[src/rtl/bp_pkg.sv]
// Branch-prediction shared package.
//   IDX_W / TAG_W : BTB index and tag widths (index = pc[IDX_W+1:2], tag = pc[31:IDX_W+2])
//   track_slot_t  : one IF->ID->EX tracking slot {v, pc, hit, pred_pc}
//   upd_req_t     : BTB write-port request {we, idx, tag, target, valid}
package bp_pkg;

    localparam int IDX_W = 6;
    localparam int TAG_W = 32 - IDX_W - 2;

    typedef struct packed {
        logic        v;
        logic [31:0] pc;
        logic        hit;
        logic [31:0] pred_pc;
    } track_slot_t;

    typedef struct packed {
        logic             we;
        logic [IDX_W-1:0] idx;
        logic [TAG_W-1:0] tag;
        logic [31:0]      target;
        logic             valid;
    } upd_req_t;

endpackage

[src/rtl/bp_track_slot.sv]
// One prediction tracking slot register.
//   clk, rst_n : clock, asynchronous active-low reset (clears the slot)
//   i_hold     : keep the current contents (pipeline stall)
//   i_flush    : squash the slot (v=0); wins over hold and load
//   i_d        : slot contents from the previous stage
//   o_q        : registered slot contents
module bp_track_slot
    import bp_pkg::*;
(
    input  logic        clk,
    input  logic        rst_n,
    input  logic        i_hold,
    input  logic        i_flush,
    input  track_slot_t i_d,
    output track_slot_t o_q
);

    track_slot_t r_q;

    // NOTE: state is updated with non-blocking assignments so every flop
    // samples the pre-edge values of its neighbours.
    always_ff @(posedge clk or negedge rst_n) begin
        if (!rst_n) begin
            r_q <= '0;
        end else if (i_flush) begin
            r_q.v <= 1'b0;
        end else if (!i_hold) begin
            r_q <= i_d;
        end
    end

    assign o_q = r_q;

endmodule

[src/rtl/btb_update_unit.sv]
// BTB resolution / update unit.
// Tracks each IF-stage BTB prediction through ID and EX, compares it with the
// branch outcome resolved in EX, raises a combinational redirect on a
// mispredict and issues a registered one-cycle BTB write.
//   clk, rst_n                      : clock, asynchronous active-low reset
//   if_valid/if_pc/if_hit/if_pred_pc: prediction made in IF this cycle
//   stall                           : freezes the ID and EX tracking slots
//   ex_is_br/ex_taken/ex_target     : outcome of the instruction in EX
//   redirect/redirect_pc            : mispredict flush and correct next PC
//   upd_we/upd_idx/upd_tag/
//   upd_target/upd_valid            : registered BTB write request
//   br_cnt/mis_cnt                  : saturating branch / mispredict counters
module btb_update_unit
    import bp_pkg::track_slot_t;
#(
    parameter  int IDX_W = bp_pkg::IDX_W,
    parameter  int CNT_W = 32,
    localparam int TAG_W = 32 - IDX_W - 2
) (
    input  logic             clk,
    input  logic             rst_n,
    input  logic             if_valid,
    input  logic [31:0]      if_pc,
    input  logic             if_hit,
    input  logic [31:0]      if_pred_pc,
    input  logic             stall,
    input  logic             ex_is_br,
    input  logic             ex_taken,
    input  logic [31:0]      ex_target,
    output logic             redirect,
    output logic [31:0]      redirect_pc,
    output logic             upd_we,
    output logic [IDX_W-1:0] upd_idx,
    output logic [TAG_W-1:0] upd_tag,
    output logic [31:0]      upd_target,
    output logic             upd_valid,
    output logic [CNT_W-1:0] br_cnt,
    output logic [CNT_W-1:0] mis_cnt
);

    track_slot_t w_if;
    track_slot_t w_id;
    track_slot_t w_ex;

    assign w_if = '{v: if_valid, pc: if_pc, hit: if_hit, pred_pc: if_pred_pc};

    bp_track_slot u_id_slot (
        .clk     (clk),
        .rst_n   (rst_n),
        .i_hold  (stall),
        .i_flush (redirect),
        .i_d     (w_if),
        .o_q     (w_id)
    );

    bp_track_slot u_ex_slot (
        .clk     (clk),
        .rst_n   (rst_n),
        .i_hold  (stall),
        .i_flush (redirect),
        .i_d     (w_id),
        .o_q     (w_ex)
    );

    // A stalled EX instruction is resolved only once the stall drops, so it is
    // evaluated and counted exactly once.
    logic        w_eval;
    logic        w_mis;
    logic        w_new_valid;
    logic [31:0] w_pc4;
    logic [31:0] w_redirect_pc;

    assign w_eval = w_ex.v && !stall;
    assign w_pc4  = w_ex.pc + 32'd4;

    // NOTE: every combinational output gets a default first so no path
    // leaves it unassigned and infers a latch.
    always_comb begin
        w_mis         = 1'b0;
        w_redirect_pc = w_pc4;
        w_new_valid   = 1'b0;
        if (w_eval) begin
            if (ex_is_br && ex_taken) begin
                // Taken: wrong unless the BTB hit with the exact target.
                w_redirect_pc = ex_target;
                w_new_valid   = 1'b1;
                w_mis         = !w_ex.hit || (w_ex.pred_pc != ex_target);
            end else begin
                // Not taken (or not a branch): any hit is a stale or aliased
                // entry that must be dropped.
                w_mis = w_ex.hit;
            end
        end
    end

    assign redirect    = w_mis;
    assign redirect_pc = w_redirect_pc;

    logic             r_upd_we;
    logic [IDX_W-1:0] r_upd_idx;
    logic [TAG_W-1:0] r_upd_tag;
    logic [31:0]      r_upd_target;
    logic             r_upd_valid;

    // The write strobe follows the mispredict by one edge regardless of stall;
    // the payload only reloads on a new mispredict. On an invalidate the
    // target field carries the fall-through PC, which the BTB ignores.
    always_ff @(posedge clk or negedge rst_n) begin
        if (!rst_n) begin
            r_upd_we     <= 1'b0;
            r_upd_idx    <= '0;
            r_upd_tag    <= '0;
            r_upd_target <= '0;
            r_upd_valid  <= 1'b0;
        end else begin
            r_upd_we <= w_mis;
            if (w_mis) begin
                r_upd_idx    <= w_ex.pc[IDX_W+1:2];
                r_upd_tag    <= w_ex.pc[31:IDX_W+2];
                r_upd_target <= w_redirect_pc;
                r_upd_valid  <= w_new_valid;
            end
        end
    end

    assign upd_we     = r_upd_we;
    assign upd_idx    = r_upd_idx;
    assign upd_tag    = r_upd_tag;
    assign upd_target = r_upd_target;
    assign upd_valid  = r_upd_valid;

    logic [CNT_W-1:0] r_br_cnt;
    logic [CNT_W-1:0] r_mis_cnt;

    // Counters stop at all-ones instead of wrapping.
    always_ff @(posedge clk or negedge rst_n) begin
        if (!rst_n) begin
            r_br_cnt  <= '0;
            r_mis_cnt <= '0;
        end else begin
            if (w_eval && ex_is_br && (r_br_cnt != '1)) begin
                r_br_cnt <= r_br_cnt + CNT_W'(1);
            end
            if (w_mis && (r_mis_cnt != '1)) begin
                r_mis_cnt <= r_mis_cnt + CNT_W'(1);
            end
        end
    end

    assign br_cnt  = r_br_cnt;
    assign mis_cnt = r_mis_cnt;

endmodule

[config.mk]
export PLATFORM = sky130hd
export DESIGN_NAME = btb_update_unit
export DESIGN_NICKNAME = d
export VERILOG_FILES = /design/src/rtl/bp_pkg.sv /design/src/rtl/bp_track_slot.sv /design/src/rtl/btb_update_unit.sv
export SDC_FILE = /design/constraint.sdc
export NUM_CORES = 1
export LEC_CHECK = 0
export CORE_MARGIN = 10
export CORE_UTILIZATION = 50
export DETAILED_ROUTE_END_ITERATION = 12
export PLACE_DENSITY = 0.8
export SLEW_MARGIN = 20
export SYNTH_ARGS = -nofsm -noshare
export SYNTH_HDL_FRONTEND = slang
export SYNTH_SLANG_ARGS = --single-unit
[constraint.sdc]
create_clock -name clk -period 3.4 [get_ports clk]
set_input_delay 0.68 -clock clk [delete_from_list [all_inputs] [get_ports clk]]
set_output_delay 0.68 -clock clk [all_outputs]
set_load 0.005 [all_outputs]
# Yosys cells after proc, flatten, opt, wreduce, memory -nomap -nowiden
# Cells that the tools add are included.
totals:
  ff_bits: 260
op_classes:
  addsub: 3
  eq_ne: 4
  muxes: 10
  bitwise_logic: 2
  n_reduce_logical: 9
op_table:
  columns: ["operator", "count"]
  rows:
  - ["$mux 66", 2]
  - ["$add 32x1->32 const B", 2]
  - ["$mux 32", 2]
  - ["$ne 32x32->1 const B", 2]
  - ["$add 32x3->32 const B", 1]
  - ["$ne 32x32->1", 1]
  - ["$mux 1", 6]
  - ["$logic_and 1x1->1", 5]
  - ["$logic_not 1->1", 2]
  - ["$ne 2x1->1 const B", 1]
  - ["$not 1->1", 2]
  - ["$reduce_and 2->1", 1]
  - ["$logic_or 1x1->1", 1]

# Longest topological paths before layout
depth:
  word_depth: 6
  ltp_mapped: 8

# By module
# From an unflattened synthesis, not the netlist that was laid out.
unflattened:
  hier_cells: 903
  hier_area_um2: 12197.9
modules_own_cells:
  columns: ["module", "n_inst", "cells_per_inst", "area_each_um2", "seq_area_each_um2"]
  rows:
  - ["btb_update_unit", 1, 621, 6782.8, 3203.1]
  - ["bp_track_slot", 2, 141, 2707.6, 1651.6]

# Least setup slack after synthesis
# OpenSTA, ideal clock, no wires.
synth_path:
  kind: "input -> output"
  startpoint: "in ex_target[2]"
  endpoint: "out redirect"
  arrival_ns: 1.896
  required_ns: 2.720
  path_slack_ns: 0.824
  cell_stages: 7
  cell_sequence: "xnor2_1 nand4_1 nor4_2 nand4_1 nand2_1 inv_2 buf_2"
synth_between:
  elab_chain_cells: 4
synth_rtl:
  columns: ["item", "line", "source"]
  rows:
  - ["start: declaration", "btb_update_unit.sv:29", "input logic [31:0] ex_target,"]
  - ["$ne 32x32->1", "btb_update_unit.sv:87", "w_mis = !w_ex.hit || (w_ex.pred_pc != ex_target);"]
  - ["$logic_or 1x1->1", "btb_update_unit.sv:87", null]
  - ["$mux 1", "btb_update_unit.sv:83", "if (ex_is_br && ex_taken) begin"]
  - ["$mux 1", "btb_update_unit.sv:82", "if (w_eval) begin"]
  - ["end: declaration", "btb_update_unit.sv:30", "output logic redirect,"]
# No other way between the ends.

# Worst setup path in the final report
layout_path:
  startpoint: "in ex_target[4]"
  endpoint: "reg u_ex_slot.r_q (netlist bit u_ex_slot.o_q[39])"
layout_between:
  elab_chain_cells: 6
layout_rtl:
  columns: ["item", "line", "source"]
  rows:
  - ["$ne 32x32->1", "btb_update_unit.sv:87", null]
  - ["$logic_or 1x1->1", "btb_update_unit.sv:87", null]
  - ["$mux 1", "btb_update_unit.sv:83", null]
  - ["$mux 1", "btb_update_unit.sv:82", null]
  - ["$not 1->1 (no line)", null, null]
  - ["$reduce_and 2->1 (no line)", null, null]
  - ["end signal: assignment", "bp_track_slot.sv:28", "r_q <= i_d;"]
  - ["end: declaration", "bp_track_slot.sv:18", "track_slot_t r_q;"]
# No other way between the ends.
# A chain may end at the register's enable or synchronous reset.

==> flow_metrics.env <==
export IMPL_ys_top_cells_by_area="dfrtp_1 (56%), mux2_1 (9.9%), mux2_2 (9.0%)"
export IMPL_synth_nets=1021
export IMPL_arrival_ps=3880
export IMPL_placed_cells=1498
export IMPL_die_x_um=172
export IMPL_drt_wirelength_per_cell_um=21.3
export IMPL_tritoncts="yes"
export IMPL_ctsHoldBuffers=0
export IMPL_syn2layout_area_growth_pct=42.9
export IMPL_crit_family="buffers and inverters"
export IMPL_vias=8555
export IMPL_p_leak_uw=0.00726
export IMPL_synthDistinctLibCells=40
export IMPL_cts_buffers=29
export IMPL_grt_max_degree=84
export IMPL_startpoint_type="input port"
export IMPL_drt_total_wl_um=33700
export IMPL_syn_inst=915
export IMPL_synth_area_um2=11600
export IMPL_m1WireLength_um=14100
export IMPL_drc=0
export IMPL_crit_slowest_cell="clkdlybuf4s50_1"
export IMPL_path_max_fanout=8
export IMPL_htreeDepth=1
export IMPL_core_um2=22800
export IMPL_async_flop_share_pct=100
export IMPL_initial_core_util_pct=51.0
export IMPL_slowest_delay_ps=480
export IMPL_cts_root_buf="clkbuf_16"
export IMPL_antenna_left=0
export IMPL_final_hold_viol_count=0
export IMPL_synth_area_leader_cell="dfrtp_1"
export IMPL_timing_fmax_mhz=289
export IMPL_boundaryPins=264
export IMPL_clock_sinks=260
export IMPL_fin_area_um2=16600
export IMPL_rsz0062_at_grt="yes"
export IMPL_cp_cell_sequence="clkdlybuf4s50_1 -> xor2_1 -> nor4_1 -> nand4_1 -> buf_4 -> buf_4 -> buf_4 -> buf_4 -> buf_4 -> buf_4 -> a21oi_4 -> buf_12 -> buf_12 -> clkbuf_16 -> mux2_1"
export IMPL_worst_clock_skew_ps=15.0
export IMPL_ys_seq_area_share_pct=56.0
export IMPL_violations="setup timing"
export IMPL_die_y_um=172
export IMPL_final_net_count=1355
export IMPL_wl_met2_um=16200
export IMPL_gr_total_overflow=0
export IMPL_antenna_found_initial=1
export IMPL_detail_route_first_pass_iterations=5
export IMPL_grt_pass1_wl_um=50200
export IMPL_fin_crit_ps=3460
export IMPL_vdd_ir_drop_max_mv=0.597
export IMPL_ys_seq_elements=260
export IMPL_filler_cell_count=1522
export IMPL_highest_layer="met5"
export IMPL_path_buf_inv=10
export IMPL_avgSynthCellArea_um2=12.7
export IMPL_drive_above_1_share_pct=21.6
export IMPL_setup_slack_ps=-57.5
export IMPL_place_area_um2=14900
export IMPL_cp_common_cell="buf_4"
export IMPL_power_density_nw_per_um2=624
export IMPL_synth_enable_flop_cells=0
export IMPL_dieArea_um2=29700
export IMPL_drv_cap=0
export IMPL_track_usage_pct=21.5
export IMPL_wl_met3_um=2700
export IMPL_place_ws_ps=-265
export IMPL_hold_path_class="input port to async pin"
export IMPL_gp_congestion=0.830
export IMPL_drt_initial_drc_count=520
export IMPL_num_rows=55
export IMPL_yosysTopAreaCellShare_pct=56.0
export IMPL_final_cell_mix="dfrtp_1 (253), clkdlybuf4s50_1 (236), mux2_1 (96)"
export IMPL_clockBufferDepth=3
export IMPL_viasPerCell=5.40
export IMPL_worst_pin_slew_ps=905
export IMPL_worstSkewPairLatency_ps=550
export IMPL_final_cells=1584
export IMPL_path_clk_slew_ps=60
export IMPL_grt_pass1_vias=8899
export IMPL_diodes=0
export IMPL_synthFlopType="dfrtp_1"
export IMPL_yosysWarnings=0
export IMPL_worst_setup_path_type="input port to flop"
export IMPL_io_buffer_count=263
export IMPL_dp_hpwl_um=24100
export IMPL_status="finished, violations left"
export IMPL_total_power_uw=10400
export IMPL_setup_tns_ps=-1030
export IMPL_final_common_cell="dfrtp_1"
export IMPL_required_ps=3820
export IMPL_fin_crit_sh_pct=102
export IMPL_end_kind="flop"
export IMPL_slew_viol_final=0
export IMPL_slew_headroom_pct=39.3
export IMPL_finalSetupViolations=54
worst reg2reg max path, delay by kind of cell, from the launching register on:
kind	cells	cell delay, ps
DFF	1	420
and+or+nand+nor	3	670
xor gates and xnor gates	1	290
muxes	1	340
buffers and inverters	9	1310
AOI/OAI and AO/OA	1	190
per-stage QoR:
| stage | hold slack [ps] | utilization, % |
|---|---|---|
| finish | 131 | 72.8 |
| global route | 160 | 72.8 |
| CTS | 157 | 70.8 |
| detailed placement | 469 | 65.5 |
| global placement | 461 | 65.5 |
| floorplan | 384 | - |
where the power goes:
group | total (µW) | internal [µW] | switching [µW] | leakage [µW]
registers | 4350 | 3820 | 528 | 0.00317
logic | 2900 | 1840 | 1060 | 0.00363
clock network | 3100 | 1850 | 1250 | 0.000464
layout make-up:
type | count | area [µm²] | share of cell area (%)
Inverter | 9 | 33.8 | 0.204
Clock buffer | 44 | 842 | 5.08
Clock inverter | 9 | 105 | 0.634
Multi-Input combinational cell | 610 | 5160 | 31.1
Tap cell | 313 | 392 | 2.36
Sequential cell | 260 | 6520 | 39.3
Timing Repair Buffer | 339 | 3540 | 21.3
what timing repair did:
| action | CTS | global route |
|---|---|---|
| resized for setup | 38 | 54 |
| endpoints found under the setup margin | 22 | 115 |
| pin swaps | 8 | 22 |
| buffers inserted | 13 | 15 |
| cloned | 0 | 5 |
state kept, by name, indices dropped and copies added (netlist names):
register / cells
upd_target: 32
u_ex_slot.o_q: 66
upd_we: 1
br_cnt: 32
u_id_slot.o_q: 66
upd_idx: 6
upd_valid: 1
mis_cnt: 32
upd_tag: 24
per-layer routing:
layer	up-vias	GRT usage [%]
met5	-	0
met4	2	4.72
met3	55	6.11
met2	290	35.5
met1	4296	27.6
li1	3912	-
cells by family (layout without fill, tap and decap cells):
| logic type | count (synthesis) | in the layout | synth area share [%] |
|---|---|---|---|
| xor+xnor | 120 | 120 | 9.05 |
| fa+ha+maj | 3 | 3 | 0.323 |
| simple gates | 246 | 246 | 11.2 |
| flops | 260 | 260 | 56.0 |
| compound gates | 46 | 46 | 2.16 |
| buf+inv | 45 | 401 | 2.28 |
| mux | 195 | 195 | 18.9 |
synthesized netlist by cell type (6+ instances only):
library cell / count
nand4_1: 31
buf_2: 11
mux2_1: 102
nor2_1: 53
and3_1: 20
dfrtp_1: 260
nor3_1: 24
clkbuf_1: 14
mux2_2: 93
a21oi_1: 28
nand3_1: 39
buf_6: 11
nor4_1: 18
o21ai_0: 10
xor2_1: 49
inv_1: 8
xnor2_1: 71
and4_1: 6
nand2_1: 34
worst paths after layout:
check                                   from           endpoint  slack, ps  cells past startpoint
min in group clk           u_ex_slot.o_q[65]  u_ex_slot.o_q[65]        480                      2
hold / removal                         rst_n         br_cnt[10]        130                      1
hold reg to reg            u_ex_slot.o_q[65]  u_ex_slot.o_q[65]        480                      2
setup reg to reg           u_ex_slot.o_q[25]  u_ex_slot.o_q[39]         60                     15
setup / recovery                ex_target[4]  u_ex_slot.o_q[39]        -60                     15
max in group asynchronous              rst_n  u_ex_slot.o_q[31]       2350                      2
Power figures use the tool's default switching activity.
